### src/rtl/sub_serial_32bit_if.sv
// Handshake and operand/result bundle for the slice-serial subtractor.
// The master drives the request and the slave returns status and results.
interface sub_serial_32bit_if #(
  parameter int unsigned WIDTH = 32
);
  logic             start;
  logic [WIDTH-1:0] A;
  logic [WIDTH-1:0] B;
  logic             busy;
  logic             done;
  logic [WIDTH-1:0] Dout;
  logic             Bout;
  logic             V;

  modport master (
    output start, A, B,
    input  busy, done, Dout, Bout, V
  );

  modport slave (
    input  start, A, B,
    output busy, done, Dout, Bout, V
  );
endinterface

### src/rtl/sub_serial_32bit.sv
// Slice-serial subtractor: Dout = A - B, one SLICE-bit slice per clock
// through a single reused borrow chain, with unsigned borrow-out and signed overflow.
module sub_serial_32bit #(
  parameter int unsigned WIDTH = 32,
  parameter int unsigned SLICE = 4
) (
  input  logic              clk,
  input  logic              rst,
  sub_serial_32bit_if.slave bus
);

  localparam int unsigned N  = WIDTH / SLICE;
  localparam int unsigned CW = (N > 1) ? $clog2(N) : 1;
  localparam logic [CW-1:0] LAST = CW'(N - 1);

  typedef enum logic [1:0] {IDLE, RUN, DONE} state_t;

  state_t           state;
  logic [WIDTH-1:0] a_sh;
  logic [WIDTH-1:0] b_sh;
  logic [WIDTH-1:0] res_sh;
  logic             borrow;
  logic [CW-1:0]    cnt;
  logic             a_msb;
  logic             b_msb;

  logic [SLICE:0]   diff_c;
  logic [WIDTH-1:0] res_next_c;

  // One slice of the borrow chain; the new slice enters at the top of the result.
  always_comb begin
    diff_c     = {1'b0, a_sh[SLICE-1:0]} - {1'b0, b_sh[SLICE-1:0]} - (SLICE+1)'(borrow);
    res_next_c = (res_sh >> SLICE) | (WIDTH'(diff_c[SLICE-1:0]) << (WIDTH - SLICE));
  end

  always_ff @(posedge clk) begin
    if (rst) begin
      state    <= IDLE;
      a_sh     <= '0;
      b_sh     <= '0;
      res_sh   <= '0;
      borrow   <= 1'b0;
      cnt      <= '0;
      a_msb    <= 1'b0;
      b_msb    <= 1'b0;
      bus.busy <= 1'b0;
      bus.done <= 1'b0;
      bus.Dout <= '0;
      bus.Bout <= 1'b0;
      bus.V    <= 1'b0;
    end else begin
      bus.done <= 1'b0;
      case (state)
        IDLE, DONE: begin
          if (bus.start) begin
            a_sh     <= bus.A;
            b_sh     <= bus.B;
            a_msb    <= bus.A[WIDTH-1];
            b_msb    <= bus.B[WIDTH-1];
            res_sh   <= '0;
            borrow   <= 1'b0;
            cnt      <= '0;
            bus.busy <= 1'b1;
            state    <= RUN;
          end else begin
            state    <= IDLE;
          end
        end
        RUN: begin
          a_sh   <= a_sh >> SLICE;
          b_sh   <= b_sh >> SLICE;
          res_sh <= res_next_c;
          borrow <= diff_c[SLICE];
          if (cnt == LAST) begin
            // Final slice: publish results; they hold until the next completion.
            state    <= DONE;
            bus.busy <= 1'b0;
            bus.done <= 1'b1;
            bus.Dout <= res_next_c;
            bus.Bout <= diff_c[SLICE];
            bus.V    <= (a_msb ^ b_msb) & (a_msb ^ res_next_c[WIDTH-1]);
          end else begin
            cnt      <= cnt + 1'b1;
          end
        end
        default: state <= IDLE;
      endcase
    end
  end

endmodule

### src/flat_wrapper.sv
// flat-port wrapper written by rule: the top's interface ports become plain ports
module sub_serial_32bit_flat 
#(
  parameter int unsigned WIDTH = 32,
  parameter int unsigned SLICE = 4
)
  (clk, rst, bus_start, bus_A, bus_B, bus_busy, bus_done, bus_Dout, bus_Bout, bus_V);
  sub_serial_32bit_if #(.WIDTH(WIDTH)) bus_i ();
  input  logic clk;
  input  logic rst;
  input wire logic [$bits(bus_i.start)-1:0] bus_start;
  input wire logic [$bits(bus_i.A)-1:0] bus_A;
  input wire logic [$bits(bus_i.B)-1:0] bus_B;
  output wire logic [$bits(bus_i.busy)-1:0] bus_busy;
  output wire logic [$bits(bus_i.done)-1:0] bus_done;
  output wire logic [$bits(bus_i.Dout)-1:0] bus_Dout;
  output wire logic [$bits(bus_i.Bout)-1:0] bus_Bout;
  output wire logic [$bits(bus_i.V)-1:0] bus_V;
  assign bus_i.start = bus_start;
  assign bus_i.A = bus_A;
  assign bus_i.B = bus_B;
  assign bus_busy = bus_i.busy;
  assign bus_done = bus_i.done;
  assign bus_Dout = bus_i.Dout;
  assign bus_Bout = bus_i.Bout;
  assign bus_V = bus_i.V;
  sub_serial_32bit #(.WIDTH(WIDTH), .SLICE(SLICE)) u_core (.clk(clk), .rst(rst), .bus(bus_i));
endmodule
### config.mk
export PLATFORM = sky130hd
export DESIGN_NAME = sub_serial_32bit_flat
export DESIGN_NICKNAME = d
export VERILOG_FILES = /design/src/rtl/sub_serial_32bit_if.sv /design/src/rtl/sub_serial_32bit.sv /design/src/flat_wrapper.sv
export SDC_FILE = /design/constraint.sdc
export NUM_CORES = 1
export LEC_CHECK = 0
export BUFFER_PORTS_ARGS = -buffer_cell sky130_fd_sc_hd__clkbuf_2
export CAP_MARGIN = 0
export CORE_ASPECT_RATIO = 0.7
export CORE_MARGIN = 4
export CORE_UTILIZATION = 30
export CTS_CLUSTER_DIAMETER = 40
export DETAILED_ROUTE_END_ITERATION = 8
export GPL_TIMING_DRIVEN = 0
export PLACE_DENSITY_LB_ADDON = 0.3
export SETUP_SLACK_MARGIN = 0.05
export SLEW_MARGIN = 40
export SYNTH_ARGS = -nofsm -noshare
export SYNTH_HDL_FRONTEND = slang
export SYNTH_SLANG_ARGS = --single-unit
export TNS_END_PERCENT = 10
### constraint.sdc
create_clock -name clk -period 2.3 [get_ports clk]
set_input_delay 0.46 -clock clk [delete_from_list [all_inputs] [get_ports clk]]
set_output_delay 0.46 -clock clk [all_outputs]
set_load 0.1 [all_outputs]
==> run summary <==
fin. max-slew vios: 0
RSZ-0062 raised after global routing: no
Worst slew margin: 56.6%
Final #Nets: 714
CTS tree: built
dpl ws: 219 ps
gpl congestion: 0.823
I/O pins: 103
post-synthesis sequential area ratio: 54.9%
CP arrival: 2340 ps
Setup crit start kind: flip-flop
Starting Density: 30.5%
Mapped Nets: 594
Register-to-Register Setup Slack: 240 ps
max cap viols: 0
min cycle time layout: 2060 ps
Num CTS Buffers: 17
first-pass GRT wire length: 22.0 mm
Comb power frac: 9.9%
row count: 39
setup TNS: 0 ps
vias in the first global route: 4,180
power per cell area: 876 nW/µm²
synth top area cells: dfxtp_1, a22oi_1, a21oi_1, a22o_1, nand2_1
GRT met1 Usage: 21.4%
GR Util met2: 21.8%
Area Overhead vs Synth: 26.7%
Via density: 4.87
# diodes: 0
Required @ worst endpoint: 2580 ps
largest area contributor in the netlist: dfxtp_1
total gr overflow: 0
final WL: 14.0 mm
Skew-Pair Late Insertion Delay: 420 ps
Worst R2R End: u_core.borrow
kind of critical path: reg2reg
Avg Synthesized Cell Area: 9.56 µm²
first-pass detailed-route iteration total: 4
Sequential Power Share: 45.6%
hold depth: 3
Worst Path Max Fanout: 2
H-tree depth: 4
Mapped Cells: 519
Slew @ Worst Pin: 651 ps
Die ar.: 18,700 µm²
worst vdd ir: 0.505 mV
Worst R2R Start: u_core.borrow
Clock Skew: 8.27 ps
Clk pwr share: 44.5%
Critical Path End Type: flip-flop
sw power: 0.00142 W
R2R cell count: 7
clk root buf: clkbuf_16
internal cell power: 0.00408 W
Routed WL per cell: 15.9 µm
Cell Area, Synth: 4960 µm²
layout cell share with drive strength beyond 1: 25.3%
die width: 162 µm
clock buffer depth: 2
Worst Hold Class: in2reg
Yosys top cell area share: 54.9%
Core Util, Final: 38.7%
initial antenna violation count: 0
busiest grt layer: met2
Worst Setup EP: u_core.borrow
Setup WS post-layout: 237 ps
Leakage Power: 2.53 nW
Synth Register Bits: 136
via count: 4,267
synth unique cells: 32
Detailed Route Iter0 Violations: 180
post-CTS sizing: 0
core box area: 16,200 µm²
Hold-fix buffers, CTS: 0
GRT Resource Usage Total: 15.1%
largest net degree at the start of global routing: 17
DIE HEIGHT: 116 µm
fmax: 485 MHz
drt drc: 0
status: complete, no violations
total setup buffers inserted after CTS: 0
fin crit share: 89.7%
remaining antenna violation count: 0
Yosys Warn Count: 0
GR met3 Demand/Resource: 5.58%
Switching Share: 25.9%
clk slew on worst S/H paths: 60 ps
# port buffers: 101
clock sink count: 136
hpwl dp: 10.4 mm
Critical path origin: u_core.borrow
Hold Vio Cnt, Final: 0
Final setup violation count: 0
cell usage after synthesis:
cell type and count:
nand2b_1 3, dfxtp_1 136, nor2_1 37, o21ai_1 2, buf_2 23, nor2_2 1, o2111ai_1 1, a31oi_1 1
o211ai_1 1, or4_1 1, and4_1 1, o31ai_1 1, a22o_1 30, nand2_1 69, o21a_1 1, a22oi_1 88
nor3b_2 1, nor3_1 1, nand3b_1 3, or3_1 1, inv_1 11, nor2b_1 2, nor3b_1 2, fa_1 2
a311oi_1 1, or2_2 1, ha_1 6, buf_4 6, a21oi_1 67, clkbuf_1 16, xnor2_1 2, a21oi_2 1
layout by cell type, fill, tap and decap left out, types with 3 or more instances in the layout:
master,count
dfxtp_1,136
clkbuf_2,101
a22oi_1,88
nand2_1,69
a21oi_1,67
nor2_1,37
a22o_1,30
buf_2,23
clkbuf_1,17
clkbuf_16,17
inv_1,11
buf_4,6
ha_1,6
clkinvlp_4,6
clkinv_2,5
nand2b_1,3
nand3b_1,3
metal layers:
| metal | vias up | part of all wire [%] | routed length [µm] |
|---|---|---|---|
| li1 | 2121 | - | - |
| met2 | 112 | 42 | 5930 |
| met5 | - | 0 | 0 |
| met3 | 10 | 5.9 | 823 |
| met1 | 2024 | 51 | 7100 |
| met4 | 0 | 0.89 | 124 |
final cells by class:
| type | instances | area (µm²) |
|---|---|---|
| Buffer | 45 | 220 |
| Multi-Input combinational cell | 327 | 1980 |
| Timing Repair Buffer | 101 | 505 |
| Fill cell | 1647 | 9970 |
| Inverter | 11 | 41.3 |
| Sequential cell | 136 | 2720 |
| Clock buffer | 20 | 457 |
| Tap cell | 225 | 282 |
| Clock inverter | 12 | 78.8 |
state kept, by name (all words and copies together) (netlist names):
signal           cells
u_core.state         2
u_core.bus.Dout     32
u_core.cnt           3
u_core.bus.done      1
u_core.b_sh         32
u_core.a_msb         1
u_core.b_msb         1
u_core.bus.busy      1
u_core.bus.Bout      1
u_core.res_sh       28
u_core.bus.V         1
u_core.a_sh         32
u_core.borrow        1
logic make-up after synthesis:
logic type,Yosys count,share of synthesized area [%]
DFF,136,54.9
and+or+nand+nor,123,10.5
buffers and inverters,56,5.27
adders and majority gates,8,2.32
xor gates and xnor gates,2,0.353
AOI/OAI and AO/OA,194,26.7
worst min path at each step:
| stage | startpoint | endpoint |
|---|---|---|
| after detailed placement | u_core.a_sh[18] | u_core.a_sh[18] |
| after floorplan | u_core.a_sh[2] | u_core.a_sh[2] |
| final | bus_A[30] | u_core.a_sh[30] |
| after global routing | bus_A[30] | u_core.a_sh[30] |
| after CTS | bus_A[30] | u_core.a_sh[30] |
| after global placement | u_core.bus.Dout[31] | u_core.bus.Dout[31] |
power groups by stage:
stage                     registers (W)  clock network, W  logic (W)
after global placement          0.00255                 0   0.000529
after detailed placement        0.00256                 0   0.000545
after floorplan                 0.00255                 0   0.000348
final                           0.00251           0.00245   0.000545
after CTS                       0.00251           0.00248   0.000548
after global routing            0.00252           0.00261   0.000609
stage by stage:
step                hold slack [ps]  area [µm²]  power, W  instances
floorplan                       436        4960   0.00290        519
global placement                438        5750   0.00308        845
detailed placement              447        5750   0.00310        845
CTS                             286        6280   0.00554        877
global route                    286        6280   0.00574        877
finish                          301        6280   0.00550        877
critical path, cell delays in order, from the launching register on:
cell and delay (ps):
dfxtp_1 310, inv_1 70, fa_1 470, fa_1 470, nand2b_1 160, a21oi_1 170, xnor2_1 200, o31ai_1 100
(Power assumes the default switching activity.)
